===== src/rtl/pulse_sequencer.sv =====
// -----------------------------------------------------------------------------
// pulse_sequencer
//
// This block holds the APU pulse channel's timer, its duty sequencer and its
// length counter. It owns the 11-bit period register. That register is
// wired out to the sweep unit, and the sweep unit can update it through
// sweep_update/sweep_period. The block decodes the CPU writes to
// $4000/$4002/$4003 and produces the 4-bit sample for the mixer.
//
// Ports
//   clk, rst        : system clock, synchronous active-high reset
//   cpu_clk_en      : CPU-rate enable that qualifies every state change
//   apu_clk_en      : APU-rate enable; it steps the timer
//   half_clk_en     : half-frame tick; it clocks the length counter
//   wr_ctrl         : $4000 write (data_in[7:6]=duty, data_in[5]=halt)
//   wr_lo           : $4002 write (period[7:0])
//   wr_hi           : $4003 write (period[10:8], length index in [7:3])
//   data_in         : CPU write data
//   chan_enable     : $4015 enable bit; when low, length is held at 0
//   sweep_update    : single-cycle period load request from the sweep unit
//   sweep_period    : period that accompanies sweep_update
//   sweep_mute      : sweep unit mute condition
//   volume          : envelope / constant volume
//   timer_period    : current period register
//   length_nonzero  : length counter != 0
//   seq_step        : current sequencer step (0..7)
//   sample          : channel output sample
//
// Handshake: there is none. Every strobe input is a plain single-cycle
// qualifier. It takes effect on a clk edge where cpu_clk_en=1, and it is
// visible on the outputs from the following cycle.
// -----------------------------------------------------------------------------
module pulse_sequencer (
  input  logic        clk,
  input  logic        rst,
  input  logic        cpu_clk_en,
  input  logic        apu_clk_en,
  input  logic        half_clk_en,
  input  logic        wr_ctrl,
  input  logic        wr_lo,
  input  logic        wr_hi,
  input  logic [7:0]  data_in,
  input  logic        chan_enable,
  input  logic        sweep_update,
  input  logic [10:0] sweep_period,
  input  logic        sweep_mute,
  input  logic [3:0]  volume,
  output logic [10:0] timer_period,
  output logic        length_nonzero,
  output logic [2:0]  seq_step,
  output logic [3:0]  sample
);

  logic [10:0] r_period;
  logic [10:0] r_timer;
  logic [2:0]  r_step;
  logic [1:0]  r_duty;
  logic        r_halt;
  logic [7:0]  r_length;

  logic [10:0] w_period_next;
  logic        w_advance;
  logic [7:0]  w_len_load;
  logic [7:0]  w_duty_pattern;
  logic        w_duty_bit;

  // A CPU write to either period byte takes precedence over the sweep unit.
  // The sweep value is then dropped completely, so the untouched byte keeps
  // its old value. It does not take the sweep's bits.
  always_comb begin
    w_period_next = r_period;
    if (wr_lo || wr_hi) begin
      if (wr_lo) w_period_next[7:0]  = data_in;
      if (wr_hi) w_period_next[10:8] = data_in[2:0];
    end else if (sweep_update) begin
      w_period_next = sweep_period;
    end
  end

  // The timer counts P, P-1, ..., 0. It reloads on the tick where it reads 0,
  // so one advance happens every P+1 APU ticks.
  assign w_advance = apu_clk_en && (r_timer == 11'd0);

  always_comb begin
    w_len_load = 8'd0;
    case (data_in[7:3])
      5'd0:  w_len_load = 8'd10;
      5'd1:  w_len_load = 8'd254;
      5'd2:  w_len_load = 8'd20;
      5'd3:  w_len_load = 8'd2;
      5'd4:  w_len_load = 8'd40;
      5'd5:  w_len_load = 8'd4;
      5'd6:  w_len_load = 8'd80;
      5'd7:  w_len_load = 8'd6;
      5'd8:  w_len_load = 8'd160;
      5'd9:  w_len_load = 8'd8;
      5'd10: w_len_load = 8'd60;
      5'd11: w_len_load = 8'd10;
      5'd12: w_len_load = 8'd14;
      5'd13: w_len_load = 8'd12;
      5'd14: w_len_load = 8'd26;
      5'd15: w_len_load = 8'd14;
      5'd16: w_len_load = 8'd12;
      5'd17: w_len_load = 8'd16;
      5'd18: w_len_load = 8'd24;
      5'd19: w_len_load = 8'd18;
      5'd20: w_len_load = 8'd48;
      5'd21: w_len_load = 8'd20;
      5'd22: w_len_load = 8'd96;
      5'd23: w_len_load = 8'd22;
      5'd24: w_len_load = 8'd192;
      5'd25: w_len_load = 8'd24;
      5'd26: w_len_load = 8'd72;
      5'd27: w_len_load = 8'd26;
      5'd28: w_len_load = 8'd16;
      5'd29: w_len_load = 8'd28;
      5'd30: w_len_load = 8'd32;
      default: w_len_load = 8'd30;
    endcase
  end

  // Period, timer, sequencer step and control latches.
  always_ff @(posedge clk) begin
    if (rst) begin
      r_period <= 11'd0;
      r_timer  <= 11'd0;
      r_step   <= 3'd0;
      r_duty   <= 2'd0;
      r_halt   <= 1'b0;
    end else if (cpu_clk_en) begin
      r_period <= w_period_next;
      if (apu_clk_en) begin
        if (w_advance) r_timer <= r_period;
        else           r_timer <= r_timer - 11'd1;
      end
      // A $4003 write restarts the duty cycle. It has priority over an advance
      // in the same cycle. The timer count itself keeps running.
      if (wr_hi)          r_step <= 3'd0;
      else if (w_advance) r_step <= r_step + 3'd1;
      if (wr_ctrl) begin
        r_duty <= data_in[7:6];
        r_halt <= data_in[5];
      end
    end
  end

  // Length counter. A disabled channel clears it on every cycle, whether or
  // not the CPU enable is active. A load has priority over a half-frame
  // decrement in the same cycle.
  always_ff @(posedge clk) begin
    if (rst) begin
      r_length <= 8'd0;
    end else if (!chan_enable) begin
      r_length <= 8'd0;
    end else if (cpu_clk_en) begin
      if (wr_hi)
        r_length <= w_len_load;
      else if (half_clk_en && !r_halt && (r_length != 8'd0))
        r_length <= r_length - 8'd1;
    end
  end

  // Duty waveforms. Bit n is the output level at step n.
  always_comb begin
    case (r_duty)
      2'd0:    w_duty_pattern = 8'b0000_0010;
      2'd1:    w_duty_pattern = 8'b0000_0110;
      2'd2:    w_duty_pattern = 8'b0001_1110;
      default: w_duty_pattern = 8'b1111_1001;
    endcase
  end

  assign w_duty_bit     = w_duty_pattern[r_step];
  assign timer_period   = r_period;
  assign length_nonzero = (r_length != 8'd0);
  assign seq_step       = r_step;
  assign sample         = (length_nonzero && !sweep_mute && w_duty_bit) ? volume : 4'd0;

endmodule

===== config.mk =====
export PLATFORM = sky130hd
export DESIGN_NAME = pulse_sequencer
export DESIGN_NICKNAME = d
export VERILOG_FILES = /design/src/rtl/pulse_sequencer.sv
export SDC_FILE = /design/constraint.sdc
export NUM_CORES = 1
export LEC_CHECK = 0
export BUFFER_PORTS_ARGS = -buffer_cell sky130_fd_sc_hd__buf_2
export CAP_MARGIN = 15
export CORE_MARGIN = 3
export CORE_UTILIZATION = 30
export CTS_CLUSTER_SIZE = 20
export DETAILED_ROUTE_END_ITERATION = 16
export PLACE_DENSITY_LB_ADDON = 0.2
export SYNTH_ARGS = -nofsm -noshare
export SYNTH_HDL_FRONTEND = slang
export SYNTH_SLANG_ARGS = --single-unit

===== constraint.sdc =====
create_clock -name clk -period 4.7 [get_ports clk]
set_input_delay 0.705 -clock clk [delete_from_list [all_inputs] [get_ports clk]]
set_output_delay 0.705 -clock clk [all_outputs]
set_load 0.02 [all_outputs]

==> flow_metrics.py <==
metrics = {
    "timing": {
        "timing.final.hold_violations": 0,
        "slew_headroom_pct": 29.0,
        "worst_clock_skew_ps": 6.31,
        "fmax_mhz": 364,
        "tns_ps": 0,
        "finalCritPeriodShare_pct": 58.4,
        "period_needed_ps": 2750,
        "tightest_slew_ps": 1070,
        "setup_viol": 0,
        "rsz0062_at_grt": "false",
        "finalMaxSlewViolations": 0,
    },
    "routing": {
        "drc": 0,
        "routed_wl_um": 6620,
        "drt_iter0_markers": 107,
        "vias": 2411,
        "avgRoutedWirePerCell_um": 14.3,
        "firstDrtPassIters": 4,
        "antenna_left": 0,
        "viasPerCell": 5.22,
    },
    "floorplan": {
        "die_y_um": 96.3,
        "ios": 53,
        "dieArea_mm2": 0.00928,
        "start_util_pct": 31.4,
        "coreArea_mm2": 0.00781,
        "num_rows": 32,
        "die_x_um": 96.3,
    },
    "critical_path": {
        "worstSetupStartpointType": "flip-flop",
        "cp.arrival_ps": 2040,
        "ff2ff_path_depth": 5,
        "crit_chain": "ha_1 -> nor2b_1 -> o31ai_1 -> o31ai_1 -> a221oi_1 -> and2_1 -> buf_2",
        "cp_max_fo": 4,
        "crit_top_cell": "o31ai_1",
        "reg2reg_setup_slack_ps": 2760,
        "crit_required_ps": 3990,
        "reg2reg_from": "r_timer[5]",
        "slowest_stage": "a221oi_1",
        "endpoint_kind": "output pin",
        "rr_endpoint": "r_timer[2]",
        "max_stage_delay_ps": 360,
        "path_class": "reg2out",
        "crit_family": "compound AO/OA/AOI/OAI gates",
        "worst-path-buf-inv": 1,
    },
    "clock_tree": {
        "cts_tree": "yes",
        "cts_max_level": 2,
        "root_buffer": "clkbuf_8",
        "post_cts_buffers": 0,
        "clk_transition_reported_paths_ps": 80,
        "cts_resized": 0,
        "postCtsHoldBufs": 0,
        "clock_latency_ps": 290,
        "cts_buffers": 5,
        "clk_path_buf_depth": 2,
        "cts.sinks": 36,
    },
    "synth": {
        "synth_edf_count": 0,
        "syn_area_per_cell_um2": 7.72,
        "synth_top_area_share_pct": 29.4,
        "netlist_instances": 317,
        "ys_seq_area_share_pct": 29.4,
        "synthArstFlopShare_pct": 0,
        "ys_ff_latch": 36,
        "synthDistinctLibCells": 52,
        "yosysWarnings": 0,
        "synth_area_leader_cell": "dfxtp_1",
        "synth_ff_type": "dfxtp_1",
        "synthTopCellsByArea": "dfxtp_1, ha_1, a21oi_1",
        "synthTopCellsByCount": "dfxtp_1, a21oi_1, nor2_1, nand2_1",
        "synth_nets": 364,
        "syn_area_mm2": 0.00245,
        "synth.most_common_cell": "dfxtp_1",
    },
    "placement": {
        "io_buffer_count": 52,
        "dp_cells": 454,
        "routabilityCongestion": 0.750,
        "dp_hpwl_um": 4940,
    },
    "layout": {
        "fillerInstances": 863,
        "nets": 406,
        "stdcell_count": 462,
        "area_growth_pct": 17.4,
        "layout-drive-gt1-share_pct": 21.7,
        "diodes": 0,
    },
    "hold_path": {
        "holdPathStages": 2,
        "hold_class": "reg2reg",
        "min_from": "r_halt",
        "worstHoldEndpoint": "r_halt",
    },
    "grt": {
        "grt_overflow": 0,
        "grt_pass1_vias": 2233,
        "grt_pass1_wl_um": 10900,
        "grt_max_degree": 32,
        "grt.total_usage_pct": 14.7,
        "antenna_found_initial": 0,
    },
    "pwr": {
        "p_sw_uw": 302,
        "internal_power_uw": 591,
        "p_leak_uw": 0.00113,
        "p_comb_share_pct": 28.3,
        "swShare_pct": 33.8,
        "powerDensity_mw_per_mm2": 310,
        "power.share.clock_pct": 31.6,
        "ir_worst_vdd_uv": 169,
        "seqPwrFrac_pct": 40.1,
    },
    "job": {
        "timing.max_cap.violations": 0,
    },
    "status": {
        "run_status": "finished, final reports clean",
    },
}
-- logic make-up after synthesis --
| kind of cell | Yosys count | share of synthesized area [%] |
|---|---|---|
| adder cells (fa/ha/maj) | 13 | 6.64 |
| flip-flops | 36 | 29.4 |
| XOR/XNOR | 1 | 0.358 |
| AND/OR/NAND/NOR | 131 | 29.9 |
| multiplexers | 6 | 2.66 |
| buffers and inverters | 29 | 4.80 |
| AO/OA/AOI/OAI | 101 | 26.2 |
-- layer usage --
layer / GRT usage [%] / vias up / wire, um
li1: - / 1257 / -
met4: 3.97 / 0 / 80
met5: 0 / - / 0
met1: 20.8 / 1110 / 3300
met2: 23.3 / 38 / 3050
met3: 2.11 / 6 / 182
-- worst register-to-register path, stage by stage (launching register included) --
cell and delay [ps]:
dfxtp_1 370, nor4_2 460, nand3_2 340, mux2_1 410
a22oi_1 180, nor2_1 50
-- registers in the layout, indices dropped and copies added (netlist names) --
name,flops
seq_step,3
r_length,8
timer_period,11
r_duty,2
r_timer,11
r_halt,1
-- final cells by class --
type / count / area [um^2] / area share, %
clock inverters: 3 / 42.5 / 1.48
well taps: 102 / 128 / 4.44
clock buffers: 5 / 68.8 / 2.39
flip-flops and latches: 36 / 721 / 25.1
multi-input cells: 252 / 1610 / 56.0
repair buffers: 52 / 260 / 9.05
inverters: 12 / 45.0 / 1.57
-- power by group through the flow --
stage,Sequential (uW),Clock (uW),Combinational [uW]
final,358,282,252
after detailed placement,364,0,254
after global placement,365,0,253
after global routing,362,298,286
after CTS,358,288,255
after floorplan,366,0,185
-- cell usage in the layout (no fill, tap or decap), types with 2 or more instances in the layout --
master and count:
a211oi_1 8, and3_1 3, nand3b_1 2, o21ai_1 9
nor2_1 31, o22ai_1 2, clkbuf_8 5, a22oi_1 5
mux2_1 3, ha_1 13, nand2_1 24, a311o_1 2
mux2i_1 2, buf_2 52, a31oi_1 8, nor2b_1 8
nand3_1 13, and2_1 6, o31ai_1 2, a311oi_1 8
nor4b_2 2, dfxtp_1 36, nor3_2 4, o211ai_1 5
or4_4 2, a21oi_1 31, o21ai_0 13, nor3b_1 8
nor3_1 12, nand2b_1 7, inv_1 10
-- worst max path at each step --
stage | startpoint | to | slack, ps | depth (start not counted)
detailed placement | wr_hi | timer_period[6] | 2220 | 5
finish | r_duty[0] | sample[3] | 1950 | 7
global placement | wr_hi | timer_period[3] | 2280 | 5
CTS | r_duty[0] | sample[3] | 1920 | 7
floorplan | r_duty[0] | sample[0] | 2410 | 6
global route | r_duty[0] | sample[2] | 1800 | 7
-- through the flow --
| stage | utilization, % | area, um^2 | setup slack (ps) | power (uW) | hold slack [ps] |
|---|---|---|---|---|---|
| after floorplan | - | 2450 | 2410 | 551 | 437 |
| after global placement | 35.4 | 2760 | 2280 | 617 | 456 |
| final | 36.8 | 2880 | 1950 | 892 | 459 |
| after global routing | 36.8 | 2880 | 1800 | 945 | 493 |
| after detailed placement | 35.4 | 2760 | 2220 | 618 | 455 |
| after CTS | 36.8 | 2880 | 1920 | 900 | 466 |
(Power assumes the default switching activity.)
